[config.mk]
export PLATFORM = sky130hd
export DESIGN_NAME = sevenseg_scan_ctrl_flat
export DESIGN_NICKNAME = d
export VERILOG_FILES = /design/src/rtl/sevenseg_scan_ctrl_pkg.sv /design/src/rtl/sevenseg_scan_ctrl_if.sv /design/src/rtl/sevenseg_scan_ctrl_scan_timer.sv /design/src/rtl/sevenseg_scan_ctrl.sv /design/src/flat_wrapper.sv
export SDC_FILE = /design/constraint.sdc
export NUM_CORES = 1
export LEC_CHECK = 0
export ABC_AREA = 1
export CORE_MARGIN = 3
export CORE_UTILIZATION = 50
export DETAILED_ROUTE_END_ITERATION = 7
export GPL_ROUTABILITY_DRIVEN = 1
export GPL_TIMING_DRIVEN = 1
export MAX_ROUTING_LAYER = met4
export PLACE_DENSITY = 0.71
export SETUP_SLACK_MARGIN = 0.4
export SLEW_MARGIN = 20
export SYNTH_ARGS = -nofsm -noshare
export SYNTH_HDL_FRONTEND = slang
export SYNTH_SLANG_ARGS = --single-unit
[constraint.sdc]
create_clock -name clk -period 6.1 [get_ports clk]
set_input_delay 1.22 -clock clk [delete_from_list [all_inputs] [get_ports clk]]
set_output_delay 1.22 -clock clk [all_outputs]
set_load 0.03 [all_outputs]
[src/rtl/sevenseg_scan_ctrl_pkg.sv]
// ============================================================================
// Module : sevenseg_scan_ctrl_pkg
// Brief  : Shared types and constants for the 7-segment scan controller
//          slice. It defines the FSM state encoding, the nibble width and a
//          helper that sizes the dwell counter.
// Config : the slice honours the SEVENSEG_LZB_EN macro. See sevenseg_scan_ctrl.sv.
// Rev    : 1.0  initial release
// ============================================================================
`default_nettype none

package sevenseg_scan_ctrl_pkg;

  localparam int NIBBLE_W = 4;

  typedef enum logic {
    ST_BLANK = 1'b0,
    ST_SHOW  = 1'b1
  } state_t;

  // Width that holds every terminal value (max-1) of two dwell lengths.
  // The result is never less than 1.
  function automatic int cnt_width(input int a, input int b);
    int m;
    m = (a > b) ? a : b;
    return (m > 1) ? $clog2(m) : 1;
  endfunction

endpackage

`default_nettype wire

[src/rtl/sevenseg_scan_ctrl_if.sv]
// ============================================================================
// Module : sevenseg_scan_ctrl_if
// Brief  : Groups the host load handshake and the display drive signals.
//          The master modport is the host side: it drives load, value_in and
//          digit_en. The slave modport is the scan controller.
// Ports  : load, value_in[4N], digit_en[N]          (master -> slave)
//          load_ack, frame_done, nibble[4], seg_en, an[N]  (slave -> master)
// Rev    : 1.0  initial release
// ============================================================================
`default_nettype none

interface sevenseg_scan_ctrl_if
  import sevenseg_scan_ctrl_pkg::*;
#(
  parameter int NUM_DIGITS = 4
) ();

  logic                           load;
  logic [NIBBLE_W*NUM_DIGITS-1:0] value_in;
  logic [NUM_DIGITS-1:0]          digit_en;
  logic                           load_ack;
  logic                           frame_done;
  logic [NIBBLE_W-1:0]            nibble;
  logic                           seg_en;
  logic [NUM_DIGITS-1:0]          an;

  modport master (
    output load, value_in, digit_en,
    input  load_ack, frame_done, nibble, seg_en, an
  );

  modport slave (
    input  load, value_in, digit_en,
    output load_ack, frame_done, nibble, seg_en, an
  );

endinterface

`default_nettype wire

[src/rtl/sevenseg_scan_ctrl_scan_timer.sv]
// ============================================================================
// Module : sevenseg_scan_ctrl_scan_timer
// Brief  : Dwell counter shared by the BLANK and SHOW phases. The counter
//          restarts from 0 each time it reaches term_val. tick is high for
//          the last cycle of each dwell, so one dwell lasts term_val+1 cycles.
// Ports  : clk, rst (async, active-high)
//          term_val[CNT_W] in  : terminal count of the current phase
//          tick            out : high during the last cycle of the dwell
// Rev    : 1.0  initial release
// ============================================================================
`default_nettype none

module sevenseg_scan_ctrl_scan_timer #(
  parameter int CNT_W = 4
) (
  input  logic             clk,
  input  logic             rst,
  input  logic [CNT_W-1:0] term_val,
  output logic             tick
);

  logic [CNT_W-1:0] cnt_q;
  logic [CNT_W-1:0] cnt_d;

  assign tick = (cnt_q == term_val);

  always_comb begin
    cnt_d = tick ? '0 : cnt_q + 1'b1;
  end

  always_ff @(posedge clk or posedge rst) begin
    if (rst) cnt_q <= '0;
    else     cnt_q <= cnt_d;
  end

endmodule

`default_nettype wire

[src/rtl/sevenseg_scan_ctrl.sv]
// ============================================================================
// Module : sevenseg_scan_ctrl
// Brief  : Time-multiplexed scan controller for a common-anode 7-segment
//          display with NUM_DIGITS digits.
//          - The controller lights one digit at a time for CLK_DIV cycles.
//          - Between digits it blanks all anodes for BLANK_CYCLES cycles.
//          - Host loads are held in a pending buffer. They are committed to the
//            shadow buffer only at a frame boundary, so the display never tears.
// Ports  : clk           system clock, rising edge
//          rst           asynchronous reset, active-high
//          bus (slave)   load/value_in/digit_en in; load_ack/frame_done/
//                        nibble/seg_en/an out (an is active-low)
// Config : SEVENSEG_LZB_EN defined enables leading-zero blanking.
//          Zero nibbles above the most significant nonzero digit are dark.
//          Digit 0 is always shown if its enable bit is set.
// Rev    : 1.0  initial release
// ============================================================================
`default_nettype none

module sevenseg_scan_ctrl
  import sevenseg_scan_ctrl_pkg::*;
#(
  parameter int NUM_DIGITS   = 4,
  parameter int CLK_DIV      = 50000,
  parameter int BLANK_CYCLES = 16
) (
  input  logic                      clk,
  input  logic                      rst,
  sevenseg_scan_ctrl_if.slave       bus
);

  localparam int IDX_W = $clog2(NUM_DIGITS);
  localparam int CNT_W = cnt_width(CLK_DIV, BLANK_CYCLES);
  localparam int VAL_W = NIBBLE_W * NUM_DIGITS;

  localparam logic [CNT_W-1:0]      SHOW_TERM  = CNT_W'(CLK_DIV - 1);
  localparam logic [CNT_W-1:0]      BLANK_TERM = CNT_W'((BLANK_CYCLES > 0) ? BLANK_CYCLES - 1 : 0);
  localparam logic [IDX_W-1:0]      IDX_LAST   = IDX_W'(NUM_DIGITS - 1);
  localparam logic [NUM_DIGITS-1:0] ANODE_OFF  = '1;
  localparam bit                    HAS_BLANK  = (BLANK_CYCLES > 0);

  state_t                  state_q, state_d;
  logic [IDX_W-1:0]        idx_q, idx_d;
  logic [VAL_W-1:0]        shadow_q, shadow_d;
  logic [NUM_DIGITS-1:0]   shen_q, shen_d;
  logic [VAL_W-1:0]        pend_val_q, pend_val_d;
  logic [NUM_DIGITS-1:0]   pend_en_q, pend_en_d;
  logic                    pending_q, pending_d;
  logic [NUM_DIGITS-1:0]   an_q, an_d;
  logic                    seg_en_q, seg_en_d;
  logic [NIBBLE_W-1:0]     nibble_q, nibble_d;
  logic                    load_ack_q, load_ack_d;
  logic                    frame_done_q, frame_done_d;

  logic                    tick;
  logic [CNT_W-1:0]        term_val;
  logic                    boundary;
  logic [NUM_DIGITS-1:0]   vis;

  assign term_val = (state_q == ST_SHOW) ? SHOW_TERM : BLANK_TERM;

  sevenseg_scan_ctrl_scan_timer #(
    .CNT_W (CNT_W)
  ) u_timer (
    .clk      (clk),
    .rst      (rst),
    .term_val (term_val),
    .tick     (tick)
  );

  // The frame boundary is the cycle in which the last digit leaves SHOW.
  assign boundary = (state_q == ST_SHOW) && tick && (idx_q == IDX_LAST);

  // Next-state, frame buffer and load handshake.
  always_comb begin
    state_d      = state_q;
    idx_d        = idx_q;
    shadow_d     = shadow_q;
    shen_d       = shen_q;
    pend_val_d   = pend_val_q;
    pend_en_d    = pend_en_q;
    pending_d    = pending_q;
    load_ack_d   = 1'b0;
    frame_done_d = boundary;

    if (tick) begin
      if (state_q == ST_BLANK) begin
        state_d = ST_SHOW;
      end else begin
        state_d = HAS_BLANK ? ST_BLANK : ST_SHOW;
        idx_d   = (idx_q == IDX_LAST) ? '0 : idx_q + 1'b1;
      end
    end

    if (boundary) begin
      // A load in the boundary cycle bypasses the pending buffer.
      // It also overrides any older pending value.
      if (bus.load) begin
        shadow_d   = bus.value_in;
        shen_d     = bus.digit_en;
        pending_d  = 1'b0;
        load_ack_d = 1'b1;
      end else if (pending_q) begin
        shadow_d   = pend_val_q;
        shen_d     = pend_en_q;
        pending_d  = 1'b0;
        load_ack_d = 1'b1;
      end
    end else if (bus.load) begin
      pend_val_d = bus.value_in;
      pend_en_d  = bus.digit_en;
      pending_d  = 1'b1;
    end
  end

  // Per-digit visibility. This is evaluated on the next shadow contents so
  // that a commit takes effect with the first digit of the new frame.
`ifdef SEVENSEG_LZB_EN
  always_comb begin : lzb_scan
    logic seen_nz;
    seen_nz = 1'b0;
    vis     = '0;
    for (int i = NUM_DIGITS - 1; i >= 0; i--) begin
      seen_nz = seen_nz | (shadow_d[NIBBLE_W*i +: NIBBLE_W] != '0);
      vis[i]  = shen_d[i] & (seen_nz | (i == 0));
    end
  end
`else
  assign vis = shen_d;
`endif

  // Outputs are registered from the next state, so they change on the
  // same edge where the FSM transitions.
  always_comb begin
    an_d     = ANODE_OFF;
    seg_en_d = 1'b0;
    nibble_d = nibble_q;
    if (state_d == ST_SHOW) begin
      nibble_d    = shadow_d[NIBBLE_W*idx_d +: NIBBLE_W];
      seg_en_d    = vis[idx_d];
      an_d[idx_d] = ~vis[idx_d];
    end
  end

  always_ff @(posedge clk or posedge rst) begin
    if (rst) begin
      state_q      <= ST_BLANK;
      idx_q        <= '0;
      shadow_q     <= '0;
      shen_q       <= '0;
      pend_val_q   <= '0;
      pend_en_q    <= '0;
      pending_q    <= 1'b0;
      an_q         <= ANODE_OFF;
      seg_en_q     <= 1'b0;
      nibble_q     <= '0;
      load_ack_q   <= 1'b0;
      frame_done_q <= 1'b0;
    end else begin
      state_q      <= state_d;
      idx_q        <= idx_d;
      shadow_q     <= shadow_d;
      shen_q       <= shen_d;
      pend_val_q   <= pend_val_d;
      pend_en_q    <= pend_en_d;
      pending_q    <= pending_d;
      an_q         <= an_d;
      seg_en_q     <= seg_en_d;
      nibble_q     <= nibble_d;
      load_ack_q   <= load_ack_d;
      frame_done_q <= frame_done_d;
    end
  end

  assign bus.an         = an_q;
  assign bus.seg_en     = seg_en_q;
  assign bus.nibble     = nibble_q;
  assign bus.load_ack   = load_ack_q;
  assign bus.frame_done = frame_done_q;

endmodule

`default_nettype wire
[src/flat_wrapper.sv]
// flat-port wrapper written by rule: the top's interface ports become plain ports
module sevenseg_scan_ctrl_flat import sevenseg_scan_ctrl_pkg::*;
#(
  parameter int NUM_DIGITS   = 4,
  parameter int CLK_DIV      = 50000,
  parameter int BLANK_CYCLES = 16
)
  (clk, rst, bus_load, bus_value_in, bus_digit_en, bus_load_ack, bus_frame_done, bus_nibble, bus_seg_en, bus_an);
  sevenseg_scan_ctrl_if #(.NUM_DIGITS(NUM_DIGITS)) bus_i ();
  input  logic clk;
  input  logic rst;
  input wire logic [$bits(bus_i.load)-1:0] bus_load;
  input wire logic [$bits(bus_i.value_in)-1:0] bus_value_in;
  input wire logic [$bits(bus_i.digit_en)-1:0] bus_digit_en;
  output wire logic [$bits(bus_i.load_ack)-1:0] bus_load_ack;
  output wire logic [$bits(bus_i.frame_done)-1:0] bus_frame_done;
  output wire logic [$bits(bus_i.nibble)-1:0] bus_nibble;
  output wire logic [$bits(bus_i.seg_en)-1:0] bus_seg_en;
  output wire logic [$bits(bus_i.an)-1:0] bus_an;
  assign bus_i.load = bus_load;
  assign bus_i.value_in = bus_value_in;
  assign bus_i.digit_en = bus_digit_en;
  assign bus_load_ack = bus_i.load_ack;
  assign bus_frame_done = bus_i.frame_done;
  assign bus_nibble = bus_i.nibble;
  assign bus_seg_en = bus_i.seg_en;
  assign bus_an = bus_i.an;
  sevenseg_scan_ctrl #(.NUM_DIGITS(NUM_DIGITS), .CLK_DIV(CLK_DIV), .BLANK_CYCLES(BLANK_CYCLES)) u_core (.clk(clk), .rst(rst), .bus(bus_i));
endmodule
# Word-level counts from Yosys, hierarchy flattened
# Index checks and enable logic that the tools add are counted.
dict set report word_totals {
  in_bits 23
  output_inout_bits 11
  word_cells 53
  reg_bits 71
}
dict set report classes {
  n_addsub 2
  shifts 1
  n_reduce_logical 5
  mux 24
  bitwise_logic 4
  order_cmp 2
  eq_ne 2
}
# op n
set op_table {}
lappend op_table {{$mux 16} 5}
lappend op_table {{$add 16x1->16 const B} 1}
lappend op_table {{$eq 16x16->1} 1}
lappend op_table {{$mux 4} 4}
lappend op_table {{$shiftx 16x5->4} 1}
lappend op_table {{$mux 1} 10}
lappend op_table {{$mux 2} 3}
lappend op_table {{$not 4->4} 1}
lappend op_table {{$or 4x4->4} 1}
lappend op_table {{$logic_and 1x1->1} 3}
lappend op_table {{$lt 2x3->1 const B} 1}
lappend op_table {{$add 2x1->2 const B} 1}
lappend op_table {{$bmux 1 s2} 1}
lappend op_table {{$demux 1 s2} 1}
lappend op_table {{$eq 2x2->1 const B} 1}
lappend op_table {{$ge 2x1->1 const B} 1}
lappend op_table {{$not 1->1} 2}
lappend op_table {{$reduce_and 2->1} 1}
lappend op_table {{$reduce_bool 2->1} 1}

# Longest topological paths before layout
# Gate-level depths: netlist (run 1).
dict set report logic_depth {
  ltp_word 11
  depth_mapped 18
  ltp_nobuf 16
}

# By module
# A second synthesis (run 1) with hierarchy kept.
dict set report hier_totals {
  cells_unflattened 559
  hier_area_um2 3967.6
}
# module cells_per_inst instances area_per_inst_um2 seq_area_each_um2
set modules_own_cells {}
lappend modules_own_cells {sevenseg_scan_ctrl 370 1 2763.9 1381.3}
lappend modules_own_cells {sevenseg_scan_ctrl_scan_timer 189 1 1203.7 400.4}

# Least setup slack after synthesis (run 1)
# Ideal clock, no wire load.
dict set report synth_timing {
  kind {register to register}
  from {reg u_core.u_timer.cnt_q[0]}
  to {reg u_core.nibble_q[0], in the netlist u_core.bus.nibble[0]}
  path_stages_with_launch 17
  arrival_time_ps 2311
  synth_period_minus_slack_ps 2428
  path_buffers 1
  setup_time_ps 117
  setup_slack_ps 3672
  path_cell_list {dfrtp_1 -> ha_1 -> nand3_2 -> inv_2 -> nand2_1 -> nor4b_1 -> ha_1 -> nand2_1 -> inv_1 -> clkbuf_1 -> nand2_1 -> o21ai_0 -> nand3_1 -> nand3_1 -> nand2_1 -> nand2_1 -> nand2_1}
}
dict set report synth_between {
  elab_chain_len 5
}
# item line_no
set synth_lines {}
lappend synth_lines {{start: declaration} sevenseg_scan_ctrl_scan_timer.sv:22} ;# logic [CNT_W-1:0] cnt_q;
lappend synth_lines {{start signal: assignment} sevenseg_scan_ctrl_scan_timer.sv:33} ;# else cnt_q <= cnt_d;
lappend synth_lines {{$eq 16x16->1} sevenseg_scan_ctrl_scan_timer.sv:25} ;# assign tick = (cnt_q == term_val);
lappend synth_lines {{$logic_and 1x1->1 (2 in series)} sevenseg_scan_ctrl.sv:72} ;# assign boundary = (state_q == ST_SHOW) && tick && (idx_q == IDX_LAST);
lappend synth_lines {{net u_core.boundary} sevenseg_scan_ctrl.sv:57} ;# logic boundary;
lappend synth_lines {{$mux 16} sevenseg_scan_ctrl.sv:95} ;# if (boundary) begin
lappend synth_lines {{$shiftx 16x5->4} sevenseg_scan_ctrl.sv:139} ;# nibble_d = shadow_d[NIBBLE_W*idx_d +: NIBBLE_W];
lappend synth_lines {{end signal: assignment} sevenseg_scan_ctrl.sv:169} ;# nibble_q <= nibble_d;
lappend synth_lines {{end: declaration} sevenseg_scan_ctrl.sv:51} ;# logic [NIBBLE_W-1:0] nibble_q, nibble_d;
# The timed path passes the listed nets, and every way through them passes these cells.
# A chain may end at the register's enable or synchronous reset.

# Worst setup path after layout (run 1)
dict set report layout_timing {
  from {reg u_core.state_q}
  to {reg u_core.nibble_q[0], in the netlist u_core.bus.nibble[0]}
}
dict set report layout_between {
  elab_chain_len 6
}
# item line_no
set layout_lines {}
lappend layout_lines {{start: declaration} sevenseg_scan_ctrl.sv:42} ;# state_t state_q, state_d;
lappend layout_lines {{start signal: assignment} sevenseg_scan_ctrl.sv:160} ;# state_q <= state_d;
lappend layout_lines {{$mux 16} sevenseg_scan_ctrl.sv:60} ;# assign term_val = (state_q == ST_SHOW) ? SHOW_TERM : BLANK_TERM;
lappend layout_lines {{$eq 16x16->1} sevenseg_scan_ctrl_scan_timer.sv:25}
lappend layout_lines {{$logic_and 1x1->1 (*) (2 in series)} sevenseg_scan_ctrl.sv:72}
lappend layout_lines {{$mux 16 (*)} sevenseg_scan_ctrl.sv:95}
lappend layout_lines {{net u_core.shadow_d[8]} sevenseg_scan_ctrl.sv:44} ;# logic [VAL_W-1:0] shadow_q, shadow_d;
lappend layout_lines {{$shiftx 16x5->4 (*)} sevenseg_scan_ctrl.sv:139}
# Mark *: on every way through the listed nets, which the timed path passes. The rest lies on a longest branch.

==> run summary, run 1 <==
### Clock network
- yes — clock tree from TritonCTS
- 9 — number of buffers created by CTS
- sky130_fd_sc_hd__clkbuf_8 — buffer cell driving the clock tree root
- 0 — Post CTS Setup Buffer Count
- 2 — clock tree buffer depth
- 0.08 ns — Clock Pin Slew Worst Setup and Hold Paths
- 3 — number of H-tree levels
- 0 — post-cts hold buffer count
- 0.35 ns — worst skew pair latency
- 71 — sinks on the clock net
- 0 — cells resized by post-CTS repair

### Die
- 34 — I/O pins
- 88.5 µm — die outline height
- 6460 µm² — placeable core area
- 29 — row count
- 7840 µm² — Total Die Area
- 88.5 µm — die boundary width
- 52.7% — effective utilization at floorplan

### Logic synthesis
- sky130_fd_sc_hd__dfrtp_1, sky130_fd_sc_hd__nand2_1, sky130_fd_sc_hd__mux2_2 — synth top area cells
- 37 — Synth cell types
- 52.3% — sequential cell area fraction in the yosys report
- 49.2% — fraction of post-synthesis cell area in the top cell type by area
- sky130_fd_sc_hd__dfrtp_1 — post-synth top area cell
- 402 — Mapped Nets
- 0 — Synth Warn #
- 9.06 µm² — average instance area after synthesis
- 3410 µm² — Cell Area, Synth
- 376 — cell count after synthesis
- 71 — total of flip-flops plus latches after synthesis

### Drt
- 0 — total DRC errors in the routed layout
- 13.6 µm — drt wl/cell
- 5.30 — Via density
- 6650 µm — Post-Route WL
- 0 — Antenna Violating Nets Remaining
- 4 — count of TritonRoute iterations in the first routing pass
- 137 — DRC violation total after the first TritonRoute iteration
- 2,594 — total vias in the final route

### Setup path
- u_core.state_q — beginning of the critical path
- flip-flop — startpoint types
- 3.42 ns — Arrival @ worst endpoint
- flip-flop — kind of end point of the critical path
- reg2reg — CP Class
- u_core.state_q — critical register-to-register path startpoint
- 22 — crit-path max FO
- 6.35 ns — worst endpoint required time

### Power and ir drop
- 191 µV — peak ir drop on the vdd network
- 786 µW — cell internal pwr
- 45.5% — clock network power share
- 48.8% — sequential cell fraction of total power
- 251 nW/µm² — power density over the cells
- 21.7% — fraction of power spent switching nets
- 1.77 nW — leakage component of the power
- 5.6% — combinational power share
- 217 µW — Net Switching

### STA
- 0 — Final Hold Violating Endpoints
- 0 — Max Transition Viols Final
- 3.17 ns — post-layout minimum cycle time
- 52.0% — Tcrit/Tclk final
- no — setup repair after global routing missed its margin
- 40.5% — Slew headroom
- 0 ns — total negative slack
- 0 — final number of setup-violating endpoints
- 0.00935 ns — final setup skew
- 315 MHz — FMAX
- 0.893 ns — pin slew with the least headroom to its limit

### Worst hold path
- u_core.u_timer.cnt_q[0] — hold path start
- reg2reg — class of the most critical hold timing path

### Status
- finished clean — result of the run

### Final layout
- 17.3% — area delta synth->final
- 577 — Filler Cell Count
- 0 — diode count
- 4000 µm² — post-layout instance area
- 15.0% — fraction of final layout cells sized beyond drive strength 1
- 433 — final-stage net count
- 489 — final non-filler cell total

### Global route
- 11,600 µm — global-route wire length before repair
- 0 — antenna violations before repair
- 19.6% — global-route usage over all layers
- 72 — pin count of the biggest net entering global routing
- 0 — global route total overflow
- 2,592 — via count of the first global-routing pass

### Place
- 4620 µm — DP Wirelength
- 3750 µm² — cell area after placement
- 33 — number of port buffers
- 473 — number of instances in the placed design
- 0.833 — Final Wtd Congestion

### Flow run
- 0 — # Max-Cap Violations

state kept, by name, indices dropped and copies added (netlist names):
name / flops
u_core.shen_q: 4
u_core.bus.seg_en: 1
u_core.idx_q: 2
u_core.bus.frame_done: 1
u_core.state_q: 1
u_core.bus.an: 4
u_core.u_timer.cnt_q: 16
u_core.bus.load_ack: 1
u_core.pend_val_q: 16
u_core.bus.nibble: 4
u_core.pending_q: 1
u_core.pend_en_q: 4
u_core.shadow_q: 16
cells by family (layout without fill, tap and decap cells):
kind of cell	Yosys count	after routing	synth area share, %
AOI/OAI and AO/OA	56	56	9.66
adders and majority gates	3	3	1.10
muxes	16	16	5.29
xor gates and xnor gates	4	4	1.03
buffers and inverters	58	94	7.46
DFF	71	71	52.3
and+or+nand+nor	168	168	23.1
Yosys cell counts, drive strengths merged:
cell / instances
buf: 10
o211ai: 1
nand4: 7
dfstp: 4
nor2: 33
a21oi: 14
and3: 2
mux2: 16
nand3: 27
nor4b: 1
nor3: 5
clkbuf: 4
o21ai: 20
nand3b: 1
inv: 44
ha: 3
o22ai: 16
dfrtp: 67
a22o: 1
a31oi: 2
nand2: 92
o21a: 1
o21bai: 1
xor2: 4
per-layer routing:
layer	track usage (%)	wire [µm]	up-vias
li1	-	-	1293
met1	25.1	3090	1246
met3	3.35	173	6
met5	-	0	-
met4	6.73	62	0
met2	31.6	3320	49
worst max-delay path: stages, from the launching register on:
cell and delay [ns]:
sky130_fd_sc_hd__dfrtp_1 0.55, sky130_fd_sc_hd__nand2_1 0.11, sky130_fd_sc_hd__nor2_1 0.12, sky130_fd_sc_hd__nand2_1 0.08, sky130_fd_sc_hd__nand2_2 0.13, sky130_fd_sc_hd__nor4b_1 0.54
sky130_fd_sc_hd__ha_1 0.25, sky130_fd_sc_hd__nand2_1 0.13, sky130_fd_sc_hd__inv_1 0.54, sky130_fd_sc_hd__a21oi_1 0.21, sky130_fd_sc_hd__nand3_1 0.12, sky130_fd_sc_hd__nand2_1 0.07
sky130_fd_sc_hd__nand2_1 0.08, sky130_fd_sc_hd__nand2_1 0.05, sky130_fd_sc_hd__nand2_1 0.05, sky130_fd_sc_hd__nand2_1 0.05
final timing paths:
kind,to,slack (ns),cells past startpoint
min in group asynchronous,u_core.bus.seg_en,1.47,3
worst min-delay path,u_core.u_timer.cnt_q[0],0.46,1
worst min register to register,u_core.u_timer.cnt_q[0],0.46,1
worst max register to register,u_core.bus.nibble[0],2.93,15
worst max-delay path,u_core.bus.nibble[0],2.93,15
max in group asynchronous,u_core.pend_en_q[1],4.06,3
cells in the final DEF (no fill, tap or decap), drive strengths merged:
| cell type | count |
|---|---|
| clkdlybuf4s50 | 33 |
| clkinvlp | 1 |
| ha | 3 |
| a21oi | 14 |
| nand2 | 92 |
| nor4b | 1 |
| and3 | 2 |
| bufinv | 3 |
| nand4 | 7 |
| nand3 | 27 |
| o22ai | 16 |
| nor2 | 33 |
| o21ai | 20 |
| dfrtp | 67 |
| mux2 | 16 |
| clkinv | 2 |
| o21bai | 1 |
| a31oi | 2 |
| a22o | 1 |
| buf | 1 |
| dfstp | 4 |
| o21a | 1 |
| clkbuf | 9 |
| xor2 | 4 |
| inv | 45 |
| nor3 | 5 |
| o211ai | 1 |
| nand3b | 1 |
stage by stage:
stage	worst slack (ns)	hold slack [ns]	total power [mW]	util, %
after floorplan	3.09	0.425	0.532	-
after detailed placement	2.69	0.450	0.556	58.1
final	2.93	0.460	1.00	61.9
after CTS	2.86	0.460	1.01	61.9
after global routing	2.57	0.469	1.05	61.9
after global placement	2.75	0.440	0.555	58.1
power groups by stage:
| stage | logic, mW | clock network, mW | registers [mW] |
|---|---|---|---|
| 2_1_floorplan | 0.0347 | 0 | 0.497 |
| 3_3_place_gp | 0.0564 | 0 | 0.499 |
| 3_5_place_dp | 0.0574 | 0 | 0.499 |
| 4_1_cts | 0.0577 | 0.465 | 0.490 |
| 5_1_grt | 0.0642 | 0.489 | 0.492 |
| 6_report | 0.0566 | 0.457 | 0.490 |
final cells by class:
class / count / area [µm²] / share of cell area, %
clock inverters: 7 / 120 / 3.01
flip-flops and latches: 71 / 1780 / 44.6
clock buffers: 9 / 124 / 3.10
well taps: 77 / 96.3 / 2.41
multi-input cells: 247 / 1370 / 34.3
repair buffers: 34 / 338 / 8.46
inverters: 44 / 165 / 4.13
No activity file was read; power rests on OpenSTA's default activity.
==> run 2, diff against run 1 <==
PLACE_DENSITY = 0.74   (was 0.71)
clock period = 2.55 ns   (was 6.1 ns; I/O delays follow)
==> run summary, run 2 (synthesis gave the netlist of run 1 again) <==
### STA
- 0.00788 ns — final setup skew, -0.00148 ns
- 96.0% — Tcrit/Tclk final, +44 points
- 0.508 ns — pin slew with the least headroom to its limit, -0.385 ns
- 0.103 ns — final worst-path setup slack, -2.83 ns
- 0 — Max Transition Viols Final, unchanged
- 409 MHz — FMAX, +30%
- 0 — Final Hold Violating Endpoints, unchanged
- 2.45 ns — post-layout minimum cycle time, -0.724 ns
- 0 — final number of setup-violating endpoints, unchanged
- 0.484 ns — worst hold slack across all endpoints, +0.0239 ns
- 66.1% — Slew headroom, +26 points
- yes — setup repair after global routing missed its margin

### Power and ir drop
- 504 nW/µm² — power density over the cells, +100%
- 511 µV — peak ir drop on the vdd network, +170%
- 1.91 nW — leakage component of the power, +8.3%
- 569 µW — Net Switching, +160%
- 7.1% — combinational power share, +1.5 points
- 53.7% — sequential cell fraction of total power, +4.9 points
- 1.61 mW — cell internal pwr, +100%
- 39.1% — clock network power share, -6.4 points
- 26.1% — fraction of power spent switching nets, +4.5 points

### Drt
- 5.33 — Via density, +0.53%
- 429 µm — met3 routed WL, +150%
- 5 — count of TritonRoute iterations in the first routing pass, +1
- 15.0 µm — drt wl/cell, +11%
- 0 — total DRC errors in the routed layout, unchanged
- 3710 µm — met2 layer wire length in the routed design, +12%
- 2,741 — total vias in the final route, +5.7%
- 3490 µm — detailed-route wire length on metal 1, +13%
- 7720 µm — Post-Route WL, +16%
- 280 — DRC violation total after the first TritonRoute iteration, +100%
- met4 — max layer used
- 0 — Antenna Violating Nets Remaining, unchanged

### Setup path
- flip-flop — kind of end point of the critical path
- reg2reg — CP Class
- 0.40 ns — Crit path largest cell delay, -0.15 ns
- sky130_fd_sc_hd__dfrtp_1 — crit path max-delay cell type
- 2.79 ns — worst endpoint required time, -3.56 ns
- 0.10 ns — slack of the worst reg-to-reg path, -2.83 ns
- 2.69 ns — Arrival @ worst endpoint, -0.73 ns
- u_core.bus.seg_en — critical register-to-register path endpoint
- ha_4, nand3_4, inv_2, nand2_2, nor4b_4, ha_2, nand2_4, a21oi_4, buf_12, inv_2, nand2_2, nand2_2, nand3b_1, nand2_2, nand2_2, nand2_1, nor2_1 — critical-path cell list
- flip-flop — startpoint types
- sky130_fd_sc_hd__nand2_2 — Worst path most repeated cell
- u_core.u_timer.cnt_q[1] — critical register-to-register path startpoint
- 17 — reg2reg path depth, +2
- 6 — crit-path max FO, -73%

### Die
- 88.5 µm — die outline height, unchanged
- 52.7% — effective utilization at floorplan, unchanged
- 7840 µm² — Total Die Area, unchanged
- 6460 µm² — placeable core area, unchanged
- 34 — I/O pins, unchanged
- 29 — row count, unchanged
- 88.5 µm — die boundary width, unchanged

### Final layout
- 26.3% — fraction of final layout cells sized beyond drive strength 1, +11 points
- 0 — diode count, unchanged
- 4320 µm² — post-layout instance area, +8.2%
- 509 — Filler Cell Count, -12%
- 26.9% — area delta synth->final
- sky130_fd_sc_hd__nand2_1 — most frequent standard cell in the layout excluding fill and tap cells
- 458 — final-stage net count, +5.8%
- sky130_fd_sc_hd__nand2_1, sky130_fd_sc_hd__dfrtp_1, sky130_fd_sc_hd__inv_1 — top library cells by usage in the layout, fill and taps aside
- u_core.pend_val_q: 16 flops, u_core.shadow_q: 16 flops, u_core.u_timer.cnt_q: 16 flops — biggest registers after layout

### Clock network
- 0 — post-cts hold buffer count, unchanged
- 2 — clock tree buffer depth, unchanged
- 3 — number of H-tree levels, unchanged
- yes — clock tree from TritonCTS
- 0.35 ns — worst skew pair latency, about the same
- 71 — sinks on the clock net, unchanged
- 9 — number of buffers created by CTS, unchanged
- 0.08 ns — Clock Pin Slew Worst Setup and Hold Paths, about the same
- sky130_fd_sc_hd__clkbuf_8 — buffer cell driving the clock tree root

### Worst hold path
- 1 — cell count of the worst hold path, unchanged
- u_core.u_timer.cnt_q[15] — WHS Endpoint
- reg2reg — class of the most critical hold timing path
- u_core.u_timer.cnt_q[15] — hold path start

### Place
- 5050 µm — DP Wirelength, +9.3%
- 3900 µm² — cell area after placement, +4.0%
- 0.901 — Final Wtd Congestion, +8.2%
- 0.00140 ns — Worst Setup Slack post-DPL, -2.69 ns
- 33 — number of port buffers, unchanged

### Global route
- 2,663 — via count of the first global-routing pass, +2.7%
- 21.6% — global-route usage over all layers, +2.0 points
- 41 — pin count of the biggest net entering global routing, -43%
- 0 — antenna violations before repair, unchanged
- 0 — global route total overflow, unchanged
- 12,400 µm — global-route wire length before repair, +6.9%

### Status
- finished clean — result of the run

### Flow run
- 0 — # Max-Cap Violations, unchanged

run 2: layout make-up:
cell class	instances	area (µm²)	share of cell area, %
sequential	71	1780	41.2
timing repair buffer	59	613	14.2
clock inverter	7	61.3	1.42
tap	77	96.3	2.23
clock buffer	9	124	2.87
inverter	44	169	3.91
multi-input combinational	247	1480	34.2
run 2: how the worst max path moves through the flow:
stage	from	end	slack, ns	cells past startpoint
floorplan	u_core.u_timer.cnt_q[0]	u_core.bus.nibble[3]	0.31	17
global placement	u_core.u_timer.cnt_q[0]	u_core.bus.nibble[2]	0.1	16
detailed placement	u_core.u_timer.cnt_q[0]	u_core.bus.nibble[3]	0.001	17
CTS	u_core.u_timer.cnt_q[0]	u_core.bus.nibble[3]	0.17	18
global route	u_core.u_timer.cnt_q[1]	u_core.bus.nibble[0]	-0.05	17
finish	u_core.u_timer.cnt_q[1]	u_core.bus.seg_en	0.10	17
run 2: what timing repair did:
item                                    in CTS  in global routing
endpoints found under the setup margin      38                 40
resized for setup                            5                 28
hold endpoints to repair                     0                  0
pin swaps                                    3                 17
cloned                                       1                  1
buffers inserted                             3                  8
run 2: power groups by stage:
stage	clock, mW	sequential [mW]	combinational [mW]
final	0.852	1.17	0.156
after global routing	0.917	1.18	0.173
after CTS	0.870	1.17	0.156
after detailed placement	0	1.19	0.148
after global placement	0	1.19	0.146
after floorplan	0	1.19	0.0845
run 2: critical path, delay by kind of cell (launching register included):
kind,cells,cell delay [ns]
AO/OA/AOI/OAI,1,0.19
adder cells (fa/ha/maj),2,0.40
buffers and inverters,3,0.28
flip-flops,1,0.40
AND/OR/NAND/NOR,11,1.09
run 2: layer usage:
metal	track usage, %	vias up
li1	-	1350
met1	28.3	1297
met2	32.0	84
met3	7.17	10
met4	6.46	0
met5	-	-
run 2: per-stage QoR:
stage                     utilization (%)  TNS (ns)  power, mW  instances
final                                66.9         0       2.18        514
after CTS                            64.6         0       2.20        505
after global placement               60.4         0       1.34        485
after floorplan                         -         0       1.27        376
after global routing                 66.9   -0.0516       2.26        514
after detailed placement             60.4         0       1.34        485
==> run 3, diff against run 2 <==
ABC_AREA = default   (was 1)
PLACE_DENSITY = 0.78   (was 0.74)
==> run summary, run 3 <==
### Worst hold path
- reg2reg — class of the most critical hold timing path
- 1 — cell count of the worst hold path, unchanged

### STA
- 0.512 ns — worst hold slack across all endpoints, +0.0284 ns
- 0 — final number of setup-violating endpoints, unchanged
- 2.47 ns — post-layout minimum cycle time, +0.0251 ns
- 97.0% — Tcrit/Tclk final, +0.99 points
- 0 ns — total negative slack, unchanged
- 0.0109 ns — final setup skew, +0.00299 ns
- 0 — Final Hold Violating Endpoints, unchanged
- 0.995 ns — pin slew with the least headroom to its limit, +0.487 ns
- 0 — Max Transition Viols Final, unchanged
- 404 MHz — FMAX, -1.0%
- yes — setup repair after global routing missed its margin
- 33.6% — Slew headroom, -32 points

### Final layout
- sky130_fd_sc_hd__dfrtp_1, sky130_fd_sc_hd__clkdlybuf4s50_1, sky130_fd_sc_hd__buf_4 — top library cells by usage in the layout, fill and taps aside
- 4640 µm² — post-layout instance area, +7.4%
- u_core.pend_val_q: 16 flops, u_core.shadow_q: 16 flops, u_core.u_timer.cnt_q: 16 flops — biggest registers after layout
- 76.1% — Util after Layout, +9.2 points
- 0 — diode count, unchanged
- 35.6% — fraction of final layout cells sized beyond drive strength 1, +9.3 points
- 345 — Filler Cell Count, -32%
- 397 — final-stage net count, -13%
- 42.5% — area delta synth->final
- sky130_fd_sc_hd__dfrtp_1 — most frequent standard cell in the layout excluding fill and tap cells

### Global route
- 13,600 µm — global-route wire length before repair, +9.0%
- 0 — global route total overflow, unchanged
- 0 — antenna violations before repair, unchanged
- 2,741 — via count of the first global-routing pass, +2.9%
- 30 — pin count of the biggest net entering global routing, -27%
- 24.4% — global-route usage over all layers, +2.8 points

### Logic synthesis
- 3260 µm² — Cell Area, Synth, -4.4%
- 46 — Synth cell types, +24%
- sky130_fd_sc_hd__dfrtp_1 — most used standard cell by instance count after synthesis
- 100% — async set or reset register ratio after synthesis, unchanged
- sky130_fd_sc_hd__dfrtp_1 — dominant register cell in the synthesized netlist
- 322 — Mapped Nets, -20%
- 71 — total of flip-flops plus latches after synthesis, unchanged
- 51.5% — fraction of post-synthesis cell area in the top cell type by area, +2.3 points
- 296 — cell count after synthesis, -21%
- sky130_fd_sc_hd__dfrtp_1 — post-synth top area cell
- 0 — Synth Warn #, unchanged
- 54.7% — sequential cell area fraction in the yosys report, +2.4 points
- sky130_fd_sc_hd__dfrtp_1, sky130_fd_sc_hd__mux2_2, sky130_fd_sc_hd__dfstp_2 — synth top area cells
- 11.0 µm² — average instance area after synthesis, +21%
- sky130_fd_sc_hd__dfrtp_1, sky130_fd_sc_hd__nor2_1, sky130_fd_sc_hd__mux2_2 — leading post-synthesis cells by instance count
- 0 — Post-synth EDFFs, unchanged

### Setup path
- 7 — crit-path max FO, +1
- flip-flop — kind of end point of the critical path
- 1 — combined buffer and inverter count along the critical path, -2
- reg2reg — CP Class
- 2.72 ns — Arrival @ worst endpoint, +0.03 ns
- nor4_4, nand4_4, a21oi_4, ha_4, nand2_8, inv_4, nand3b_1, o21ai_0, a21oi_2, and2_1, o311a_1 — critical-path cell list
- 2.80 ns — worst endpoint required time, about the same
- simple AND/OR/NAND/NOR gates — kind of cell with the highest combined delay on the critical path
- sky130_fd_sc_hd__dfrtp_2 — crit path max-delay cell type
- 11 — logic depth of the worst setup path including buffers, -6
- 0.43 ns — Crit path largest cell delay, +0.03 ns
- flip-flop — startpoint types
- 11 — reg2reg path depth, -6

### Drt
- 4150 µm — detailed-route wire length on metal 1, +19%
- 4490 µm — met2 layer wire length in the routed design, +21%
- 2,763 — total vias in the final route, +0.80%
- 4 — count of TritonRoute iterations in the first routing pass, -1
- 6.13 — Via density, +15%
- met4 — max layer used
- 0 — Antenna Violating Nets Remaining, unchanged
- 227 — DRC violation total after the first TritonRoute iteration, -19%
- 9420 µm — Post-Route WL, +22%
- 20.9 µm — drt wl/cell, +39%
- 510 µm — met3 routed WL, +19%
- 0 — total DRC errors in the routed layout, unchanged

### Place
- 0.864 — Final Wtd Congestion, -4.1%
- 5250 µm — DP Wirelength, +4.0%
- 3860 µm² — cell area after placement, -0.93%
- 33 — number of port buffers, unchanged

### Clock network
- 0.08 ns — Clock Pin Slew Worst Setup and Hold Paths, about the same
- sky130_fd_sc_hd__clkbuf_8 — buffer cell driving the clock tree root
- 0 — post-cts hold buffer count, unchanged
- 3 — number of H-tree levels, unchanged
- 2 — clock tree buffer depth, unchanged
- 71 — sinks on the clock net, unchanged
- yes — clock tree from TritonCTS
- 0.37 ns — worst skew pair latency, +0.02 ns
- 9 — number of buffers created by CTS, unchanged

### Flow run
- 0 — # Max-Cap Violations, unchanged

### Die
- 86.7 µm — die outline height, -2.1%
- 28 — row count, -3.4%
- 86.7 µm — die boundary width, -2.1%
- 53.4% — effective utilization at floorplan, +0.70 points
- 7520 µm² — Total Die Area, -4.1%
- 6100 µm² — placeable core area, -5.6%
- 34 — I/O pins, unchanged

### Power and ir drop
- 2.00 nW — leakage component of the power, +4.8%
- 2.49 mW — post-layout power, +14%
- 376 µV — peak ir drop on the vdd network, -26%
- 536 nW/µm² — power density over the cells, +6.3%

### Status
- finished clean — result of the run

## run 3: cell count changes after synthesis, moves of 8 or more
cell | previous run | this run
sky130_fd_sc_hd__a22oi_1 | 0 | 8
sky130_fd_sc_hd__inv_1 | 39 | 8
sky130_fd_sc_hd__nand2_1 | 84 | 12
sky130_fd_sc_hd__nand3_1 | 24 | 8
sky130_fd_sc_hd__nor2_1 | 30 | 21
sky130_fd_sc_hd__nor2b_1 | 0 | 9
sky130_fd_sc_hd__o21ai_0 | 20 | 11
sky130_fd_sc_hd__o21ai_1 | 0 | 9
## run 3: path summary, 6_finish.rpt
kind	start	end	slack, ns
setup / recovery	u_core.u_timer.cnt_q[11]	u_core.bus.seg_en	0.08
max in group asynchronous	rst	u_core.bus.an[1]	1.36
hold / removal	u_core.pend_en_q[1]	u_core.pend_en_q[1]	0.51
min in group asynchronous	rst	u_core.shadow_q[4]	0.58
hold reg to reg	u_core.pend_en_q[1]	u_core.pend_en_q[1]	0.51
setup reg to reg	u_core.u_timer.cnt_q[11]	u_core.bus.seg_en	0.08
## run 3: final cells by class
| cell class | instances | area (µm²) | share of cell area [%] |
|---|---|---|---|
| repair buffers | 76 | 752 | 16.2 |
| clock inverters | 5 | 78.8 | 1.70 |
| well taps | 75 | 93.8 | 2.02 |
| multi-input cells | 201 | 1720 | 37.0 |
| inverters | 11 | 58.8 | 1.27 |
| repair inverters | 1 | 6.26 | 0.135 |
| clock buffers | 11 | 151 | 3.26 |
| flip-flops and latches | 71 | 1780 | 38.4 |
## run 3: power by group
part / internal [mW] / leakage, nW / switching, mW
logic: 0.131 / 1.01 / 0.100
registers: 1.18 / 0.877 / 0.0319
clock network: 0.604 / 0.120 / 0.444
## run 3: logic make-up (layout without fill, tap and decap cells)
group	Yosys count	in the layout	share of synthesized area, %
fa+ha+maj	3	3	1.15
flops	71	71	54.7
mux	24	24	8.14
compound gates	72	72	14.3
simple gates	87	87	14.8
xor+xnor	15	15	4.03
buf+inv	24	104	2.84
## run 3: timing repair
action	CTS	global route
endpoints found under the setup margin	35	39
cloned	1	3
gates resized for setup	24	50
pin swaps	12	15
setup buffers	13	10
## run 3: per-stage QoR
step / instances / setup slack [ns]
after floorplan: 296 / 0.148
after global placement: 408 / 0.131
final: 451 / 0.0775
after global routing: 451 / -0.0497
after CTS: 438 / 0.171
after detailed placement: 408 / 0.0486
## run 3: worst register-to-register path, stage by stage (launching register included)
cell and delay (ns):
sky130_fd_sc_hd__dfrtp_2 0.43, sky130_fd_sc_hd__nor4_4 0.33, sky130_fd_sc_hd__nand4_4 0.13, sky130_fd_sc_hd__a21oi_4 0.17, sky130_fd_sc_hd__ha_4 0.21, sky130_fd_sc_hd__nand2_8 0.10, sky130_fd_sc_hd__inv_4 0.12, sky130_fd_sc_hd__nand3b_1 0.09
sky130_fd_sc_hd__o21ai_0 0.16, sky130_fd_sc_hd__a21oi_2 0.11, sky130_fd_sc_hd__and2_1 0.18, sky130_fd_sc_hd__o311a_1 0.32
## run 3: metal layers
| layer | track usage, % | vias up |
|---|---|---|
| met5 | - | - |
| met4 | 11.2 | 0 |
| met3 | 5.42 | 28 |
| met2 | 36.0 | 107 |
| met1 | 32.2 | 1390 |
| li1 | - | 1238 |
